===== src/rtl/skin_mask_bbox.sv =====
// Per-pixel skin classifier on a YCbCr stream. It also keeps a per-frame skin-pixel
// count and bounding box, and publishes both with a one-cycle frame_done pulse.
module skin_mask_bbox #(
  parameter int WIDTH   = 8,
  parameter int XBITS   = 10,
  parameter int YBITS   = 10,
  parameter int CNTBITS = 20,
  parameter int Y_MIN   = 40
) (
  input  logic               clk,
  input  logic               rst,
  input  logic               pix_valid,
  input  logic               pix_sof,
  input  logic               pix_eol,
  input  logic               pix_eof,
  input  logic [WIDTH-1:0]   y_in,
  input  logic [WIDTH-1:0]   cb_in,
  input  logic [WIDTH-1:0]   cr_in,
  input  logic [WIDTH-1:0]   cb_lo,
  input  logic [WIDTH-1:0]   cb_hi,
  input  logic [WIDTH-1:0]   cr_lo,
  input  logic [WIDTH-1:0]   cr_hi,
  output logic               mask_valid,
  output logic               mask_bit,
  output logic               mask_sof,
  output logic               mask_eol,
  output logic               mask_eof,
  output logic               frame_done,
  output logic               frame_err,
  output logic [CNTBITS-1:0] skin_count,
  output logic               bbox_valid,
  output logic [XBITS-1:0]   bbox_xmin,
  output logic [XBITS-1:0]   bbox_xmax,
  output logic [YBITS-1:0]   bbox_ymin,
  output logic [YBITS-1:0]   bbox_ymax
);

  localparam logic [WIDTH-1:0] YMIN_W = WIDTH'(Y_MIN);

  typedef enum logic {IDLE, ACTIVE} state_t;
  state_t state_q;

  logic [WIDTH-1:0]   cb_lo_q, cb_hi_q, cr_lo_q, cr_hi_q;
  logic [XBITS-1:0]   x_q, xmin_q, xmax_q;
  logic [YBITS-1:0]   y_q, ymin_q, ymax_q;
  logic               eol_q;
  logic [CNTBITS-1:0] cnt_q;

  logic               accept, skin;
  logic [WIDTH-1:0]   cbl, cbh, crl, crh;
  logic [XBITS-1:0]   cur_x, xmin_n, xmax_n;
  logic [YBITS-1:0]   cur_y, ymin_n, ymax_n;
  logic [CNTBITS-1:0] cnt_n;

  // NOTE: every signal driven here gets a default before any branch, so no latch is inferred.
  always_comb begin
    accept = pix_valid & (pix_sof | (state_q == ACTIVE));
    // The SOF beat is classified with the live ports; later beats use the shadows.
    cbl = pix_sof ? cb_lo : cb_lo_q;
    cbh = pix_sof ? cb_hi : cb_hi_q;
    crl = pix_sof ? cr_lo : cr_lo_q;
    crh = pix_sof ? cr_hi : cr_hi_q;

    cur_x = '0;
    cur_y = '0;
    if (!pix_sof) begin
      if (eol_q) begin
        cur_y = (&y_q) ? y_q : y_q + 1'b1;
      end else begin
        cur_x = (&x_q) ? x_q : x_q + 1'b1;
        cur_y = y_q;
      end
    end

    skin = accept & (y_in >= YMIN_W) &
           (cb_in >= cbl) & (cb_in <= cbh) &
           (cr_in >= crl) & (cr_in <= crh);

    // A new frame restarts the accumulators before the SOF pixel is folded in.
    cnt_n  = pix_sof ? '0 : cnt_q;
    xmin_n = pix_sof ? '0 : xmin_q;
    xmax_n = pix_sof ? '0 : xmax_q;
    ymin_n = pix_sof ? '0 : ymin_q;
    ymax_n = pix_sof ? '0 : ymax_q;
    if (skin) begin
      if (cnt_n == '0) begin
        xmin_n = cur_x;
        xmax_n = cur_x;
        ymin_n = cur_y;
        ymax_n = cur_y;
      end else begin
        if (cur_x < xmin_n) xmin_n = cur_x;
        if (cur_x > xmax_n) xmax_n = cur_x;
        if (cur_y < ymin_n) ymin_n = cur_y;
        if (cur_y > ymax_n) ymax_n = cur_y;
      end
      cnt_n = (&cnt_n) ? cnt_n : cnt_n + 1'b1;
    end
  end

  // NOTE: all state is updated with non-blocking assignments so every register samples pre-edge values.
  always_ff @(posedge clk) begin
    if (rst) begin
      state_q    <= IDLE;
      cb_lo_q    <= '0;
      cb_hi_q    <= '0;
      cr_lo_q    <= '0;
      cr_hi_q    <= '0;
      x_q        <= '0;
      y_q        <= '0;
      eol_q      <= 1'b0;
      cnt_q      <= '0;
      xmin_q     <= '0;
      xmax_q     <= '0;
      ymin_q     <= '0;
      ymax_q     <= '0;
      mask_valid <= 1'b0;
      mask_bit   <= 1'b0;
      mask_sof   <= 1'b0;
      mask_eol   <= 1'b0;
      mask_eof   <= 1'b0;
      frame_done <= 1'b0;
      frame_err  <= 1'b0;
      skin_count <= '0;
      bbox_valid <= 1'b0;
      bbox_xmin  <= '0;
      bbox_xmax  <= '0;
      bbox_ymin  <= '0;
      bbox_ymax  <= '0;
    end else begin
      mask_valid <= accept;
      mask_bit   <= skin;
      mask_sof   <= accept & pix_sof;
      mask_eol   <= accept & pix_eol;
      mask_eof   <= accept & pix_eof;
      frame_done <= 1'b0;
      frame_err  <= 1'b0;
      if (accept) begin
        x_q    <= cur_x;
        y_q    <= cur_y;
        eol_q  <= pix_eol;
        cnt_q  <= cnt_n;
        xmin_q <= xmin_n;
        xmax_q <= xmax_n;
        ymin_q <= ymin_n;
        ymax_q <= ymax_n;
        if (pix_sof) begin
          cb_lo_q <= cb_lo;
          cb_hi_q <= cb_hi;
          cr_lo_q <= cr_lo;
          cr_hi_q <= cr_hi;
        end
        if (pix_eof) begin
          state_q    <= IDLE;
          frame_done <= 1'b1;
          skin_count <= cnt_n;
          bbox_valid <= (cnt_n != '0);
          bbox_xmin  <= xmin_n;
          bbox_xmax  <= xmax_n;
          bbox_ymin  <= ymin_n;
          bbox_ymax  <= ymax_n;
        end else begin
          state_q <= ACTIVE;
          // An SOF inside a frame aborts the old frame; an SOF+EOF there completes normally.
          if (pix_sof && state_q == ACTIVE) frame_err <= 1'b1;
        end
      end
    end
  end

endmodule


===== config.mk =====
export PLATFORM = sky130hd
export DESIGN_NAME = skin_mask_bbox
export DESIGN_NICKNAME = d
export VERILOG_FILES = /design/src/rtl/skin_mask_bbox.sv
export SDC_FILE = /design/constraint.sdc
export NUM_CORES = 1
export LEC_CHECK = 0
export ABC_AREA = 1
export BUFFER_PORTS_ARGS = -buffer_cell sky130_fd_sc_hd__buf_2
export CAP_MARGIN = 30
export CORE_ASPECT_RATIO = 0.9
export CORE_MARGIN = 10
export CORE_UTILIZATION = 53
export DETAILED_ROUTE_END_ITERATION = 16
export PLACE_DENSITY = 0.81
export SETUP_SLACK_MARGIN = 0.3
export SLEW_MARGIN = 25
export SYNTH_ARGS = -nofsm -noshare
export SYNTH_HDL_FRONTEND = slang
export SYNTH_SLANG_ARGS = --single-unit

===== constraint.sdc =====
create_clock -name clk -period 3 [get_ports clk]
set_input_delay 0.6 -clock clk [delete_from_list [all_inputs] [get_ports clk]]
set_output_delay 0.6 -clock clk [all_outputs]
set_load 0.03 [all_outputs]

======== Yosys cells after proc, flatten, opt, wreduce, memory -nomap -nowiden ========
Cells that the tools add are included.
storage, ports and cells
  input bits .............................. 62
  output and inout bits ................... 68
  word-level logic and storage cells ...... 90
  register bits after elaboration ......... 182
operators by class
  reduce and logical (&&, ||, !) cells .... 9
  add/sub/neg operators ................... 3
  bitwise operators ....................... 11
  order comparisons ....................... 9
  mux-type cells .......................... 32
operators by type and width
  operator                                                                             count
  10-bit 2-to-1 mux                                                                    22
  20-bit 2-to-1 mux                                                                    3
  8-bit 2-to-1 mux                                                                     4
  10-bit by 1-bit adder with 10-bit output, second input constant                      2
  20-bit by 1-bit adder with 20-bit output, second input constant                      1
  10-bit > comparator                                                                  2
  20-bit zero test                                                                     1
  10-bit less-than comparator                                                          2
  10-bit AND reduction                                                                 2
  20-bit AND reduction                                                                 1
  20-bit nonzero test                                                                  1
  8-bit greater-or-equal comparator                                                    2
  8-bit less-or-equal comparator                                                       2
  1-bit AND                                                                            9
  8-bit by 6-bit greater-or-equal comparator with 1-bit output, second input constant  1
  1-bit 2-to-1 mux                                                                     3
  3-bit OR reduction                                                                   1
  2-bit AND reduction                                                                  1
  2-bit OR reduction                                                                   1
  1-bit logical AND                                                                    1
  1-bit NOT                                                                            1
  1-bit OR                                                                             1

======== Longest topological paths before layout ========
  depth in word-level cells ............... 9
  mapped depth ............................ 26
  depth with buffers taken out ............ 25

======== Worst setup path before layout ========
Ideal clock, no wire load.
  path type ............................... input-to-reg
  start point ............................. in pix_sof
  end point ............................... reg bbox_xmax[8]
  path buffers ............................ 4
  slack ................................... -240 ps
  cell stages on the path ................. 20
  data arrival time ....................... 3,123 ps
  setup time .............................. 117 ps
  required time ........................... 2,883 ps
  cell sequence ........................... inv_2 -> buf_6 -> clkbuf_1 -> clkbuf_1 -> nand2_1 -> o21ai_0 -> ha_1 -> nand2_1 -> inv_1 -> nor2_1 -> o21a_1 -> nand3_1 -> nand4_1 -> inv_2 -> nand2_4 -> clkinv_2 -> buf_6 -> nand2_1 -> o21ai_2 -> a22o_1
between the ends
  longest elaborated chain between the ends .. 8
  elaborated cells on any way between the ends .. 24
  classes of those cells .................. order compare (5); mux (10); bitwise (7); reduce/logical (2)
ends and longest elaborated chain
  element                                                                    RTL line  RTL
  from (decl)                                                                13        input logic pix_sof,
  branches (longest 8 deep; another with 8-bit greater-or-equal comparator)  n/a
  to (signal assigned)                                                       159       bbox_xmax <= xmax_n;
  to (decl)                                                                  33        output logic [XBITS-1:0] bbox_xmax,
Several ways; the timed one is not identified.
A chain may end at the register's enable or synchronous reset.

======== Worst setup path in the final report ========
  start point ............................. reg y_q[1]
  end point ............................... reg ymax_q[3]
between the ends
  longest elaborated chain between the ends .. 8
  elaborated cells on any way between the ends .. 9
  classes of those cells .................. add/sub (1); order compare (1); mux (6); reduce/logical (1)
ends and longest elaborated chain
  element                                                                                  RTL line  RTL
  from (decl)                                                                              45        logic [YBITS-1:0] y_q, ymin_q, ymax_q;
  from (signal assigned)                                                                   140       y_q <= cur_y;
  10-bit by 1-bit adder with 10-bit output / 10-bit AND reduction (equally long branches)  68        cur_y = (&y_q) ? y_q : y_q + 1'b1;
  10-bit 2-to-1 mux                                                                        68
  10-bit 2-to-1 mux (*)                                                                    67        if (eol_q) begin
  10-bit 2-to-1 mux (*)                                                                    66        if (!pix_sof) begin
  net cur_y[1]                                                                             52        logic [YBITS-1:0] cur_y, ymin_n, ymax_n;
  10-bit > comparator (*)                                                                  95        if (cur_y > ymax_n) ymax_n = cur_y;
  10-bit 2-to-1 mux (*)                                                                    95
  10-bit 2-to-1 mux (*)                                                                    86        if (cnt_n == '0) begin
  10-bit 2-to-1 mux (*)                                                                    85        if (skin) begin
  to (signal assigned)                                                                     146       ymax_q <= ymax_n;
  to (decl)                                                                                45
The timed path passes the listed nets; every way through them passes the cells marked *.

==> results by group <==
Run status
  • Status: finished with violations
  • Failing checks: setup timing

STA
  • Worst slew pin tran: 0.454 ns
  • Final Hold Viols: 0
  • Fin crit share: 117%
  • Clk_skew: 0.0134 ns
  • Max Fclk: 286 MHz
  • RSZ-0062 raised after global routing: true
  • Worst setup margin: -0.496 ns
  • Setup TNS: -25.05 ns
  • Slew Limit Fails: 0
  • Slew margin rel.: 69.7%
  • Min Tclk post-route: 3.50 ns
  • Final setup fails: 80

Die
  • I/O pin count: 130
  • Starting Density: a little over half
  • Number of cell rows: 48
  • Die Height: 153 µm
  • Die width: 167 µm
  • Core footprint: 19200 µm²
  • Die ar.: 25500 µm²

Min path
  • Tightest Hold Check Type: input port to register
  • Hold depth: 2

GRT
  • Largest net degree at the start of global routing: 57
  • GRT overflow: 0
  • Antenna violations before repair: 0
  • First-pass GRT wire length: approximately 58000 µm
  • Tot GR Track Use: 26.9%
  • Number of global-route vias before repair: 11700

Power
  • Pwr Density: 380 nW/µm²
  • Leakage: 7.23 nW
  • Worst-case vdd ir drop: 0.000352 V
  • Total chip power: 5.65 mW

Synthesis
  • Ys Warns: 0
  • Ys async rst share: 0%
  • Synth Flop Type: dfxtp_1
  • Post-synthesis average cell area: 6.71 µm²
  • Mapped Area: 10300 µm²
  • Synthesis-stage register bit count: 182
  • Netlist cell types: 48
  • Post-synthesis sequential area ratio: 35.2%
  • Synth Instances: between 1500 and 2000
  • EDFF count, synth: 0
  • Syn Nets: 1679

Worst setup path
  • CP max FO: 5
  • Crit. End Element: register
  • Critical path class: register to register
  • CP startpoint kind: register
  • Crit-path cells: ha_4 > nand4_1 > nor3_2 > nand2_1 > nand2_4 > buf_6 > nor2_1 > nor3_2 > ha_1 > inv_1 > nor2_1 > o211ai_1 > o2111ai_2 > o41ai_2 > nand2_1 > nand2_4 > buf_6 > nand2_2 > o21ai_2 > nor2_1 > nor2_1
  • Worst path arrival time: ~3.9 ns
  • Cell mode on critical path: nor2_1
  • CP top delay family: simple AND/OR/NAND/NOR gates
  • Slowest-stage cell, CP: dfxtp_4
  • Critical Path RT: 3.37 ns
  • Worst path max stage delay: 0.37 ns
  • R2r worst-path depth: 21
  • Crit. path cell count: 21
  • Buf/Inv on CP: 3

Final layout
  • Layout area overhead: 43.8%
  • Nets: 1991
  • Ant diodes: 0
  • Share of post-route cells with drive strength above 1: a little over a third

Clock tree
  • CTS Buffer Depth: 2
  • Htree depth: 4
  • Clk root buf: clkbuf_16
  • Clock slew at reported path FFs: 0.07 ns
  • Clk_lat worst skew: 0.44 ns
  • CTS sink count: about 180
  • CTS buffer count: 17
  • CTS tree: built

Drt
  • Drt wl/cell: between 15 and 20 µm
  • DRC errors left: 0
  • Via-to-Cell Ratio: just under 6
  • Pre-antenna DRT Iters: 8
  • Vias: about 13000
  • 1st-iter DRT viols: 1646
  • Final ANT Viol Nets: 0
  • Post-Route WL: 41300 µm

Placement
  • Final weighted congestion in routability-driven placement: roughly 0.93
  • Port buffer count: approximately 130
  • HPWL Detailed: 23400 µm

Flow run
  • Total of max-cap violations: 0
-- cell usage in the layout (no fill, tap or decap), types with 4 or more instances in the layout --
cell type	instances
a211oi_2	4
a21oi_1	36
a21oi_2	9
buf_12	10
buf_2	125
buf_4	181
buf_6	33
clkbuf_16	17
dfxtp_1	175
dfxtp_2	6
ha_1	58
ha_4	13
inv_1	188
inv_2	11
nand2_1	369
nand2_2	50
nand2_4	18
nand3_1	64
nand3_2	41
nand3_4	14
nand4_1	20
nor2_1	117
nor2_2	23
nor2_4	12
nor3_1	6
nor3_2	7
o211ai_1	5
o21ai_0	66
o21ai_1	26
o21ai_2	26
o21ai_4	8
o21bai_1	12
o22ai_1	47
xor2_1	4
-- repair_timing --
| action | 4_1_cts | 5_1_grt |
|---|---|---|
| hold buffers | 0 | 0 |
| setup endpoints to repair | 82 | 115 |
| cloned | 6 | 2 |
| buffers inserted | 28 | 17 |
| pin swaps | 73 | 84 |
| gates resized for setup | 162 | 190 |
-- cell usage after synthesis (2+ instances only) --
cell type / count / share of area [%]
nand2_1: 430 / 16
inv_1: 199 / 7.2
dfxtp_1: 182 / 35
nor2_1: 141 / 5.1
nand3_1: 116 / 5.6
o21ai_0: 99 / 4.8
ha_1: 74 / 8.9
o22ai_1: 47 / 2.8
a21oi_1: 46 / 2.2
clkbuf_1: 44 / 1.6
o21ai_1: 24 / 1.2
nand4_1: 20 / 1.2
nor3_1: 12 / 0.58
o21bai_1: 12 / 0.87
buf_2: 9 / 0.44
nor2_2: 9 / 0.54
nand2_2: 7 / 0.42
a211oi_1: 6 / 0.44
buf_6: 6 / 0.65
inv_2: 5 / 0.18
o211ai_1: 5 / 0.36
xor2_1: 5 / 0.42
buf_1: 4 / 0.15
a22o_1: 3 / 0.25
nand3_2: 3 / 0.29
nand3b_1: 3 / 0.22
o21ai_2: 3 / 0.25
a21o_1: 2 / 0.15
a22oi_1: 2 / 0.15
buf_4: 2 / 0.15
nor2_4: 2 / 0.22
nor3_2: 2 / 0.19
nor4_1: 2 / 0.12
o21a_1: 2 / 0.15
xnor2_1: 2 / 0.17
-- per-stage QoR --
stage	hold slack, ns	setup slack [ns]	util (%)	cells	area, µm²
finish	0.427	-0.496	77.7	2118	14900
global route	0.407	-0.694	77.7	2118	14900
CTS	0.403	-0.0305	73.2	2099	14000
detailed placement	0.431	-0.307	65.2	2033	12500
global placement	0.426	-0.155	65.2	2033	12500
floorplan	0.426	0.111	-	1543	10600
-- cells by family after synthesis --
logic type,Yosys count,synth area share (%)
buffers and inverters,271,10.5
and+or+nand+nor,754,30.9
xor gates and xnor gates,7,0.592
adders and majority gates,74,8.95
AOI/OAI and AO/OA,255,13.9
DFF,182,35.2
-- layout make-up --
cell class / count / area [µm²]
Clock buffer: 22 / 464
Clock inverter: 10 / 73.8
Fill cell: 1251 / 4280
Inverter: 206 / 825
Multi-Input combinational cell: 1092 / 6870
Sequential cell: 182 / 3650
Tap cell: 250 / 313
Timing Repair Buffer: 353 / 2630
Timing Repair inverter: 3 / 43.8
-- worst paths after layout --
| kind | start | endpoint | slack, ns |
|---|---|---|---|
| max | y_q[1]$_SDFFE_PP0P_ | ymax_q[3]$_SDFFE_PP0P_ | -0.50 |
| min | pix_eof | frame_err$_SDFF_PP0_ | 0.43 |
| max reg2reg | y_q[1]$_SDFFE_PP0P_ | ymax_q[3]$_SDFFE_PP0P_ | -0.50 |
| min reg2reg | skin_count[4]$_SDFFE_PP0P_ | skin_count[4]$_SDFFE_PP0P_ | 0.45 |
-- routing by layer --
metal / global-route usage [%] / vias to the layer above / part of all wire, %
met5: 0 / - / 0
met4: 12.5 / 0 / 6.3
met3: 6.03 / 292 / 9.6
met2: 45.2 / 877 / 47
met1: 31.7 / 5699 / 37
li1: - / 5653 / -
-- report_power, final --
| group | internal (mW) | switching, mW |
|---|---|---|
| combinational | 0.364 | 0.628 |
| clock | 1.11 | 1.03 |
| sequential | 2.48 | 0.0332 |
| total | 3.96 | 1.69 |
-- sequential cells by signal, summed over array words and instances, names as in the netlist, 8 cells and up --
| register | cells |
|---|---|
| bbox_ymax | 10 |
| x_q | 10 |
| xmin_q | 10 |
| cnt_q | 20 |
| ymin_q | 10 |
| cb_hi_q | 8 |
| skin_count | 20 |
| bbox_ymin | 10 |
| bbox_xmin | 10 |
| xmax_q | 10 |
| cr_hi_q | 8 |
| ymax_q | 10 |
| cb_lo_q | 8 |
| bbox_xmax | 10 |
| cr_lo_q | 8 |
| y_q | 10 |
(Power assumes the default switching activity.)
